$ cat src/rtl/axi_cdc_quiesce.sv
// Quiesce stage for the source side of an AXI clock-domain crossing. It bounds the number of
// outstanding writes and reads, and on request drains the port and blocks new AW/AR.

package axi_cdc_quiesce_pkg;

    typedef struct packed {
        logic [3:0]  id;
        logic [31:0] addr;
        logic [7:0]  len;
    } ax_chan_t;

    typedef struct packed {
        logic [31:0] data;
        logic [3:0]  strb;
        logic        last;
    } w_chan_t;

    typedef struct packed {
        logic [3:0] id;
        logic [1:0] resp;
    } b_chan_t;

    typedef struct packed {
        logic [3:0]  id;
        logic [31:0] data;
        logic [1:0]  resp;
        logic        last;
    } r_chan_t;

    typedef struct packed {
        ax_chan_t aw;
        logic     aw_valid;
        w_chan_t  w;
        logic     w_valid;
        logic     b_ready;
        ax_chan_t ar;
        logic     ar_valid;
        logic     r_ready;
    } req_t;

    typedef struct packed {
        logic    aw_ready;
        logic    w_ready;
        b_chan_t b;
        logic    b_valid;
        logic    ar_ready;
        r_chan_t r;
        logic    r_valid;
    } rsp_t;

endpackage

module axi_cdc_quiesce #(
    parameter int unsigned MaxTxns  = 8,
    parameter type         axi_req_t = axi_cdc_quiesce_pkg::req_t,
    parameter type         axi_rsp_t = axi_cdc_quiesce_pkg::rsp_t,
    localparam int unsigned CntWidth = $clog2(MaxTxns + 1)
) (
    input  logic                clk_i,
    input  logic                rst_i,
    input  logic                isolate_i,
    output logic                isolated_o,
    output logic [CntWidth-1:0] wr_outstanding_o,
    output logic [CntWidth-1:0] rd_outstanding_o,
    input  axi_req_t            slv_req_i,
    output axi_rsp_t            slv_resp_o,
    output axi_req_t            mst_req_o,
    input  axi_rsp_t            mst_resp_i
);

    typedef enum logic [1:0] {
        RUN      = 2'd0,
        DRAIN    = 2'd1,
        ISOLATED = 2'd2
    } state_t;

    // Counter slots: outstanding writes, outstanding reads, W bursts owed to accepted AWs.
    localparam int NumCnt = 3;
    localparam int WrIdx  = 0;
    localparam int RdIdx  = 1;
    localparam int WoIdx  = 2;
    localparam logic [CntWidth-1:0] CntMax = CntWidth'(MaxTxns);
    localparam logic [CntWidth-1:0] CntOne = CntWidth'(1);

    state_t              state_reg;
    state_t              state_next;
    logic                isolated_reg;
    logic [CntWidth-1:0] cnt_reg  [NumCnt];
    logic [CntWidth-1:0] cnt_next [NumCnt];
    logic [NumCnt-1:0]   cnt_inc;
    logic [NumCnt-1:0]   cnt_dec;

    logic aw_en;
    logic ar_en;
    logic w_en;
    logic aw_hs;
    logic ar_hs;
    logic w_last_hs;
    logic b_hs;
    logic r_last_hs;
    logic all_idle;

    assign aw_en = (state_reg == RUN) && (cnt_reg[WrIdx] < CntMax);
    assign ar_en = (state_reg == RUN) && (cnt_reg[RdIdx] < CntMax);

    assign aw_hs = slv_req_i.aw_valid && mst_resp_i.aw_ready && aw_en;
    assign ar_hs = slv_req_i.ar_valid && mst_resp_i.ar_ready && ar_en;

    // W may ride along with its own AW in the same cycle, but never ahead of it.
    assign w_en      = (cnt_reg[WoIdx] != '0) || aw_hs;
    assign w_last_hs = slv_req_i.w_valid && mst_resp_i.w_ready && w_en && slv_req_i.w.last;
    assign b_hs      = mst_resp_i.b_valid && slv_req_i.b_ready;
    assign r_last_hs = mst_resp_i.r_valid && slv_req_i.r_ready && mst_resp_i.r.last;

    assign cnt_inc = {aw_hs, ar_hs, aw_hs};
    assign cnt_dec = {w_last_hs, r_last_hs, b_hs};

    generate
        for (genvar gi = 0; gi < NumCnt; gi++) begin : g_cnt
            assign cnt_next[gi] =
                (cnt_inc[gi] && !cnt_dec[gi] && (cnt_reg[gi] != CntMax)) ? cnt_reg[gi] + CntOne :
                (cnt_dec[gi] && !cnt_inc[gi] && (cnt_reg[gi] != '0))     ? cnt_reg[gi] - CntOne :
                                                                            cnt_reg[gi];

            // A lone decrement with nothing outstanding means a peer broke the protocol.
            assert property (@(posedge clk_i) disable iff (rst_i)
                !(cnt_dec[gi] && !cnt_inc[gi] && (cnt_reg[gi] == '0)));
        end
    endgenerate

    // Idle test uses registered counts, so a completion this cycle is seen next cycle.
    assign all_idle = (cnt_reg[WrIdx] == '0) && (cnt_reg[RdIdx] == '0) && (cnt_reg[WoIdx] == '0);

    always_comb begin
        state_next = state_reg;
        case (state_reg)
            RUN: begin
                if (isolate_i) begin
                    state_next = DRAIN;
                end
            end
            DRAIN: begin
                if (!isolate_i) begin
                    state_next = RUN;
                end else if (all_idle) begin
                    state_next = ISOLATED;
                end
            end
            ISOLATED: begin
                if (!isolate_i) begin
                    state_next = RUN;
                end
            end
            default: begin
                state_next = RUN;
            end
        endcase
    end

    always_ff @(posedge clk_i) begin
        if (rst_i) begin
            state_reg    <= RUN;
            isolated_reg <= 1'b0;
            for (int i = 0; i < NumCnt; i++) begin
                cnt_reg[i] <= '0;
            end
        end else begin
            state_reg    <= state_next;
            isolated_reg <= (state_next == ISOLATED);
            for (int i = 0; i < NumCnt; i++) begin
                cnt_reg[i] <= cnt_next[i];
            end
        end
    end

    // Payloads and B/R pass untouched; only AW/W/AR valid and ready are gated.
    always_comb begin
        mst_req_o          = slv_req_i;
        mst_req_o.aw_valid = slv_req_i.aw_valid & aw_en;
        mst_req_o.w_valid  = slv_req_i.w_valid & w_en;
        mst_req_o.ar_valid = slv_req_i.ar_valid & ar_en;

        slv_resp_o          = mst_resp_i;
        slv_resp_o.aw_ready = mst_resp_i.aw_ready & aw_en;
        slv_resp_o.w_ready  = mst_resp_i.w_ready & w_en;
        slv_resp_o.ar_ready = mst_resp_i.ar_ready & ar_en;
    end

    assign isolated_o       = isolated_reg;
    assign wr_outstanding_o = cnt_reg[WrIdx];
    assign rd_outstanding_o = cnt_reg[RdIdx];

endmodule

$ cat config.mk
export PLATFORM = sky130hd
export DESIGN_NAME = axi_cdc_quiesce
export DESIGN_NICKNAME = d
export VERILOG_FILES = /design/src/rtl/axi_cdc_quiesce.sv
export SDC_FILE = /design/constraint.sdc
export NUM_CORES = 1
export LEC_CHECK = 0
export ABC_CLOCK_PERIOD_IN_PS = 2830
export CAP_MARGIN = 20
export CORE_AREA = 5 5 143 145
export DETAILED_ROUTE_END_ITERATION = 7
export DIE_AREA = 0 0 148 150
export GPL_TIMING_DRIVEN = 0
export HOLD_SLACK_MARGIN = 0.05
export PLACE_DENSITY = 0.49
export SYNTH_ARGS = -nofsm -noshare
export SYNTH_HDL_FRONTEND = slang
export SYNTH_SLANG_ARGS = --single-unit
$ cat constraint.sdc
create_clock -name clk_i -period 2.83 [get_ports clk_i]
set_input_delay 0.4245 -clock clk_i [delete_from_list [all_inputs] [get_ports clk_i]]
set_output_delay 0.4245 -clock clk_i [all_outputs]
set_load 0.05 [all_outputs]
==> tab_implementation.tex, run 1 <==
\begin{tabular}{lr}
\hline
Metric & Value \\
\hline
\multicolumn{2}{l}{\textbf{Synthesis}} \\
Async set-reset flop share out of synthesis & 0\% \\
Number of enable flip-flop cells after synthesis & 0 \\
Post-synth top cells & buf\_4, dfxtp\_1, nor3\_1 \\
Main flop type after synthesis & dfxtp\_1 \\
Register area share after synthesis & 12.4\% \\
Synth Warn \# & 0 \\
Synthesized area & between 2000 and 2500 µm² \\
Most area-consuming cells after synthesis & buf\_4, dfxtp\_1, ha\_1 \\
Post-synthesis cell type with the largest combined area & buf\_4 \\
Count leader, synth & buf\_4 \\
Flip-flop and latch count after synthesis & 15 \\
Area fraction of the dominant cell type after synthesis & 56.2\% \\
Number of standard cells after synthesis & 301 \\
Synthesized net count & 493 \\
Syn Area/Cell & 8.07 µm² \\
Number of distinct library cells after synthesis & 36 \\
\multicolumn{2}{l}{\textbf{Pwr}} \\
Leakage power summed over all cells & 2.18 nW \\
Peak VDD IR & between 0.1 and 0.15 mV \\
Final Total Pwr & 2.00 mW \\
Fraction of power spent switching nets & approximately half \\
Psw & slightly below 1 mW \\
Internal portion of total power & just over 1 mW \\
Register share of total power & 14.6\% \\
Part of the total power dissipated in combinational logic & 71.7\% \\
Power density over the cells & 403 nW/µm² \\
Clock network power share & 13.7\% \\
\multicolumn{2}{l}{\textbf{Floorplan}} \\
Die area & 22,200 µm² \\
Die Y & 150 µm \\
Width of the die & 148 µm \\
Core region area & 19,100 µm² \\
Placement row count & 51 \\
IO Pins & 372 \\
Initial Utilization & 12.7\% \\
\multicolumn{2}{l}{\textbf{Timing}} \\
Transition time at the pin with the least slew margin & 777 ps \\
Unrepaired setup endpoints after global routing & true \\
Worst slew margin & a little under half \\
Crit path setup slack, layout & around 58 ps \\
Final number of hold-violating endpoints & 0 \\
Post-route setup TNS & 0 ps \\
Final worst-path cycle share & 98.0\% \\
Highest attainable clock frequency & between 300 and 400 MHz \\
Total count of max-transition violations in the final report & 0 \\
WHS & 547 ps \\
Count of final setup violators & 0 \\
Final critical-path required period & about 2800 ps \\
Post-Route Skew & 0.888 ps \\
\multicolumn{2}{l}{\textbf{Min path}} \\
Class of the worst hold path & flip-flop to flip-flop \\
\multicolumn{2}{l}{\textbf{Detailed routing}} \\
Remaining antenna violation count after routing & 0 \\
First-pass iteration count of the detailed router & 3 \\
Drc violations & 0 \\
Wire length per cell & roughly 13 µm \\
Number of DRC violations after detailed-routing iteration 0 & 25 \\
Via count of the routed design & 2,618 \\
Sum of routed wire length over all layers & 10.1 mm \\
Vias per cell & 3.48 \\
\multicolumn{2}{l}{\textbf{Finish}} \\
Synthesis-to-layout area growth & 104\% \\
Post-route core utilization & 26.0\% \\
Fillcell total & 2,026 \\
Largest register FFs & 12 \\
Total Nets Final & between 700 and 800 \\
Share of final-layout standard cells stronger than drive strength 1 & around two fifths \\
Count of non-filler cells in the finished layout & 752 \\
Post-route cell area & 4960 µm² \\
Antenna Diode Count & 0 \\
\multicolumn{2}{l}{\textbf{Worst setup path}} \\
Required @ worst endpoint & 2950 ps \\
Flop2flop setup slack & 60 ps \\
Slowest CP cell & or4b\_4 \\
Largest fanout of any net on the critical path & 6 \\
Critical Path, Cell by Cell & or4b\_4 -> nor3\_4 -> nand2\_2 -> ha\_4 -> a21o\_1 -> a21oi\_2 -> mux4\_2 -> nor2b\_4 \\
Worst Setup Path Type & flip-flop to flip-flop \\
Buf+Inv Stages, Crit Path & 0 \\
Data arrival, critical path & approximately 2900 ps \\
Max incr delay on CP & 610 ps \\
Crit path launch type & flip-flop \\
Sort of element at the end of the critical path & flip-flop \\
Kind of cell adding the most delay to the critical path & simple AND/OR/NAND/NOR gates \\
\multicolumn{2}{l}{\textbf{Run status}} \\
Run status & finished, final reports clean \\
\multicolumn{2}{l}{\textbf{Clocking}} \\
Maximum clock insertion buffer count & 2 \\
Number of buffers created by CTS & 3 \\
Count of clock tree sinks & 15 \\
Clock insertion delay at the later pin of the skew report & about 240 ps \\
Clock root buffer master & clkbuf\_16 \\
Clock Pin Slew Worst Setup and Hold Paths & approximately 50 ps \\
Clock tree from TritonCTS & done \\
Number of levels in the clock H-tree & 1 \\
\multicolumn{2}{l}{\textbf{Placed design}} \\
HPWL after detailed placement & 9.28 mm \\
Worst slack at placement & -785 ps \\
Number of instances in the placed design & $\sim$740 \\
Post-DP Area & 4770 µm² \\
Final weighted congestion in routability-driven placement & 0.753 \\
Number of port buffers & around 200 \\
\multicolumn{2}{l}{\textbf{GRT}} \\
First-pass GRT wire length & 14.2 mm \\
Total track usage & under 10\% \\
Vias in the first global route & 2,809 \\
Number of antenna violations at the first check in global routing & 0 \\
Maximum number of pins on one net before global-route repair & 11 \\
Total overflow reported by the global router & 0 \\
\multicolumn{2}{l}{\textbf{Flow run}} \\
Number of maximum-capacitance violations & 0 \\
\hline
\end{tabular}
## path summary, 6_finish.rpt
check | cells after the start | end | start
worst min register to register | 2 | cnt_reg[0][1]$_SDFFE_PP0P_ | cnt_reg[0][1]$_SDFFE_PP0P_
worst max register to register | 8 | cnt_reg[0][11]$_SDFFE_PP0P_ | state_reg[1]$_SDFF_PP0_
worst max-delay path | 8 | cnt_reg[0][11]$_SDFFE_PP0P_ | state_reg[1]$_SDFF_PP0_
worst min-delay path | 2 | cnt_reg[0][1]$_SDFFE_PP0P_ | cnt_reg[0][1]$_SDFFE_PP0P_
## power by group through the flow
stage          clock [mW]  sequential [mW]  combinational (mW)
2_1_floorplan           0            0.282                1.01
3_3_place_gp            0            0.292                1.40
3_5_place_dp            0            0.293                1.41
4_1_cts             0.283            0.289                1.42
5_1_grt             0.295            0.297                1.51
6_report            0.274            0.291                1.43
## cell families (layout without fill, tap and decap cells)
kind of cell               after synthesis  count (layout)  synth area share, %
and+or+nand+nor                         43              43                 10.8
buffers and inverters                  189             402                 57.4
adders and majority gates                9               9                 5.56
DFF                                     15              15                 12.4
AOI/OAI and AO/OA                       34              34                 9.01
muxes                                    6               6                 3.14
xor gates and xnor gates                 5               5                 1.80
## placed cells by master, fill, tap and decap left out, types with 2 or more instances in the layout
| cell | count |
|---|---|
| clkdlybuf4s50_1 | 199 |
| buf_4 | 189 |
| dfxtp_1 | 15 |
| nor3_1 | 12 |
| a21oi_1 | 9 |
| a21o_1 | 7 |
| a211oi_1 | 6 |
| nand2_1 | 4 |
| nor4_1 | 4 |
| o21ai_0 | 4 |
| ha_1 | 4 |
| a21boi_0 | 3 |
| mux2_2 | 3 |
| nand3_1 | 3 |
| xnor2_1 | 3 |
| fa_1 | 3 |
| clkbuf_16 | 3 |
| clkbuf_1 | 2 |
| inv_1 | 2 |
| and3_1 | 2 |
| nor3b_1 | 2 |
| mux2i_1 | 2 |
| xor2_1 | 2 |
| nor2_1 | 2 |
| nor2b_1 | 2 |
| a21oi_2 | 2 |
| o21a_1 | 2 |
| ha_4 | 2 |
| dlygate4sd2_1 | 2 |
## metal layers
layer / part of all wire (%) / vias up / global-route usage (%)
met1: 30 / 1148 / 7.33
met4: 2.2 / 0 / 2.73
li1: - / 1249 / -
met3: 14 / 14 / 3.21
met2: 54 / 207 / 15.4
met5: 0 / - / 0
## worst reg2reg max path: stages (launching register included)
cell and delay (ps):
dfxtp_1 400, or4b_4 610, nor3_4 310, nand2_2 140
ha_4 260, a21o_1 160, a21oi_2 140, mux4_2 500
nor2b_4 130
## cell type report
type | instances | area [µm²] | area share [%]
Multi-Input combinational cell | 97 | 807 | 16.3
Buffer | 185 | 1380 | 27.8
Timing Repair Buffer | 209 | 2070 | 41.8
Sequential cell | 15 | 300 | 6.06
Inverter | 4 | 20.0 | 0.404
Tap cell | 238 | 298 | 6.01
Clock buffer | 4 | 78.8 | 1.59
## repair_timing
item,4_1_cts,5_1_grt
pin swaps,0,5
setup endpoints to repair,4,5
setup buffers,0,7
hold buffers,0,0
gates resized for setup,7,9
Power figures use the tool's default switching activity.
==> inputs of run 2 (changes only) <==
--- a/config.mk
+++ b/config.mk
@@ -8,6 +8,7 @@
 export ABC_CLOCK_PERIOD_IN_PS = 2830
 export CAP_MARGIN = 20
 export CORE_AREA = 5 5 143 145
+export CTS_CLUSTER_SIZE = 20
 export DETAILED_ROUTE_END_ITERATION = 7
 export DIE_AREA = 0 0 148 150
 export GPL_TIMING_DRIVEN = 0
==> results of run 2 <==
The final DEF is identical to that of run 1; final timing and power are the same.
==> inputs of run 3 (changes only) <==
--- a/config.mk
+++ b/config.mk
@@ -11,7 +11,6 @@
 export CTS_CLUSTER_SIZE = 20
 export DETAILED_ROUTE_END_ITERATION = 7
 export DIE_AREA = 0 0 148 150
-export GPL_TIMING_DRIVEN = 0
 export HOLD_SLACK_MARGIN = 0.05
 export PLACE_DENSITY = 0.49
 export SYNTH_ARGS = -nofsm -noshare
==> tab_implementation.tex, run 3 (same netlist as run 1, synthesis figures left out) <==
\begin{tabular}{lr}
\hline
Metric & Value \\
\hline
\multicolumn{2}{l}{\textbf{Worst setup path}} \\
Data arrival, critical path & 2940 ps (+50 ps) \\
Start point of the critical path & slv\_req\_i[85] \\
Reg2Reg Depth & 10 (+2) \\
Worst Setup Path Type & input pin to flip-flop \\
Critical Path, Cell by Cell & clkdlybuf4s50\_1 -> or4b\_4 -> buf\_6 -> clkinv\_2 -> and3\_4 -> inv\_1 -> ha\_1 -> a21o\_1 -> a21oi\_2 -> mux2i\_1 -> mux2\_2 \\
Number of cells on the critical path & 11 (+3) \\
Required @ worst endpoint & 2980 ps (+30 ps) \\
Worst r2r src & cnt\_reg[0][3]\$\_SDFFE\_PP0P\_ \\
Max incr delay on CP & 490 ps (-120 ps) \\
Buf+Inv Stages, Crit Path & 4 (+4) \\
Largest fanout of any net on the critical path & 3 (-3) \\
Flop2flop setup slack & 260 ps (+200 ps) \\
Kind of cell adding the most delay to the critical path & buffers and inverters \\
Sort of element at the end of the critical path & flip-flop \\
Crit path launch type & input pin \\
CP endpoint & cnt\_reg[0][3]\$\_SDFFE\_PP0P\_ \\
Slowest CP cell & or4b\_4 \\
R2r endpoint & cnt\_reg[0][3]\$\_SDFFE\_PP0P\_ \\
\multicolumn{2}{l}{\textbf{Pwr}} \\
Fraction of power spent switching nets & 40.4\% (-8.5 points) \\
Power density over the cells & 585 nW/µm² (+45\%) \\
Register share of total power & 24.2\% (+9.6 points) \\
Leakage power summed over all cells & 0.714 nW (-67\%) \\
Psw & 0.477 mW (-51\%) \\
Part of the total power dissipated in combinational logic & 50.9\% (-21 points) \\
Peak VDD IR & 0.129 mV (-9.0\%) \\
Clock network power share & 24.9\% (+11 points) \\
Internal portion of total power & 0.703 mW (-31\%) \\
Final Total Pwr & 1.18 mW (-41\%) \\
\multicolumn{2}{l}{\textbf{Finish}} \\
Post-route cell area & 2020 µm² (-59\%) \\
Synthesis-to-layout area growth & -17.0\% \\
Antenna Diode Count & 0 (unchanged) \\
Total Nets Final & 368 (-48\%) \\
Post-route core utilization & 10.6\% (-15 points) \\
Most common cell after layout, fill and taps aside & clkdlybuf4s50\_1 \\
Largest register FFs & 12 (unchanged) \\
Most frequent cells in the layout & clkdlybuf4s50\_1, buf\_4, dfxtp\_1 \\
Count of non-filler cells in the finished layout & 413 (-45\%) \\
Share of final-layout standard cells stronger than drive strength 1 & 25.1\% (-16 points) \\
\multicolumn{2}{l}{\textbf{GRT}} \\
Met1 Resource Use GR & 4.09\% (-3.2 points) \\
Met3 Use GR & 4.27\% (+1.1 points) \\
Total track usage & 5.77\% (-2.1 points) \\
GRT met2 Usage & 8.68\% (-6.7 points) \\
Number of antenna violations at the first check in global routing & 0 (unchanged) \\
Vias in the first global route & 1,493 (-47\%) \\
Layer with the highest usage & met2 \\
Maximum number of pins on one net before global-route repair & 16 (+5) \\
Total overflow reported by the global router & 0 (unchanged) \\
First-pass GRT wire length & 9.54 mm (-33\%) \\
\multicolumn{2}{l}{\textbf{Flow run}} \\
Number of maximum-capacitance violations & 0 (unchanged) \\
\multicolumn{2}{l}{\textbf{Placed design}} \\
Number of port buffers & 35 (-83\%) \\
HPWL after detailed placement & 5.61 mm (-40\%) \\
Final weighted congestion in routability-driven placement & 0.724 (-3.8\%) \\
Post-DP Area & 1900 µm² (-60\%) \\
Number of instances in the placed design & 409 (-45\%) \\
\multicolumn{2}{l}{\textbf{Clocking}} \\
Number of levels in the clock H-tree & 1 (unchanged) \\
Maximum clock insertion buffer count & 2 (unchanged) \\
Number of setup buffers added after CTS & 0 (unchanged) \\
Post-CTS Hold Buffers & 0 (unchanged) \\
Count of clock tree sinks & 15 (unchanged) \\
Clock insertion delay at the later pin of the skew report & 260 ps (+20 ps) \\
Number of buffers created by CTS & 3 (unchanged) \\
Clock Pin Slew Worst Setup and Hold Paths & 60 ps (about the same) \\
Clock tree from TritonCTS & done \\
Clock root buffer master & clkbuf\_16 \\
PostCTS Resize Cnt & 0 (-7) \\
\multicolumn{2}{l}{\textbf{Min path}} \\
Origin of the worst min-delay path & cnt\_reg[0][9]\$\_SDFFE\_PP0P\_ \\
Class of the worst hold path & flip-flop to flip-flop \\
\multicolumn{2}{l}{\textbf{Floorplan}} \\
Die Y & 150 µm (unchanged) \\
Core region area & 19,100 µm² (unchanged) \\
Placement row count & 51 (unchanged) \\
IO Pins & 372 (unchanged) \\
Width of the die & 148 µm (unchanged) \\
Die area & 22,200 µm² (unchanged) \\
Initial Utilization & 12.7\% (unchanged) \\
\multicolumn{2}{l}{\textbf{Detailed routing}} \\
Number of DRC violations after detailed-routing iteration 0 & 45 (+80\%) \\
Drc violations & 0 (unchanged) \\
First-pass iteration count of the detailed router & 4 (+1) \\
Remaining antenna violation count after routing & 0 (unchanged) \\
Vias per cell & 3.36 (-3.5\%) \\
Via count of the routed design & 1,387 (-47\%) \\
Wire length per cell & 16.5 µm (+23\%) \\
Sum of routed wire length over all layers & 6.82 mm (-33\%) \\
\multicolumn{2}{l}{\textbf{Timing}} \\
Post-route setup TNS & 0 ps (unchanged) \\
Highest attainable clock frequency & 358 MHz (-0.87\%) \\
Post-Route Skew & 6.75 ps (+5.86 ps) \\
Total count of max-transition violations in the final report & 0 (unchanged) \\
Count of final setup violators & 0 (unchanged) \\
Worst slew margin & 52.1\% (+4.4 points) \\
Transition time at the pin with the least slew margin & 712 ps (-64.9 ps) \\
Final worst-path cycle share & 98.8\% (+0.86 points) \\
Final critical-path required period & 2800 ps (+24.3 ps) \\
Final number of hold-violating endpoints & 0 (unchanged) \\
\multicolumn{2}{l}{\textbf{Run status}} \\
Run status & finished, final reports clean \\
\hline
\end{tabular}
run 3: layout make-up:
cell class / instances / area [µm²]
Clock buffer: 3 / 75.1
Fill cell: 2153 / 17100
Clock inverter: 1 / 7.51
Sequential cell: 15 / 300
Timing Repair Buffer: 55 / 539
Tap cell: 238 / 298
Multi-Input combinational cell: 97 / 781
Inverter: 4 / 16.3
run 3: layer usage:
layer  vias up  part of all wire, %
li1        569                    -
met1       578                   24
met2       133                   45
met3       107                   19
met4         0                   12
met5         -                    0
run 3: metrics by stage:
stage | setup slack [ps] | hold WS [ps]
after detailed placement | -255 | 561
after global placement | -240 | 550
after global routing | -42.9 | 620
after CTS | 11.7 | 573
final | 33.5 | 575
after floorplan | -13.6 | 506
run 3: how the worst min path moves through the flow:
stage / endpoint / slack (ps) / depth (start not counted)
floorplan: cnt_reg[0][1]$_SDFFE_PP0P_ / 510 / 2
global placement: cnt_reg[0][5]$_SDFFE_PP0P_ / 550 / 2
detailed placement: cnt_reg[0][9]$_SDFFE_PP0P_ / 560 / 2
finish: cnt_reg[0][9]$_SDFFE_PP0P_ / 580 / 2
CTS: cnt_reg[0][9]$_SDFFE_PP0P_ / 570 / 2
global route: cnt_reg[0][5]$_SDFFE_PP0P_ / 620 / 2
run 3: worst register-to-register path, cell delays in order (launching register included):
cell and delay, ps:
dfxtp_1 320, or4b_4 570, buf_6 140, clkinv_2 40
and3_4 170, inv_1 50, ha_1 270, a21o_1 200
a21oi_2 150, mux2i_1 210, mux2_2 350
run 3: power groups by stage:
stage	combinational, mW	sequential, mW	clock (mW)
2_1_floorplan	1.01	0.282	0
3_3_place_gp	0.577	0.287	0
3_5_place_dp	0.584	0.289	0
4_1_cts	0.588	0.285	0.300
5_1_grt	0.649	0.293	0.312
6_report	0.600	0.286	0.294
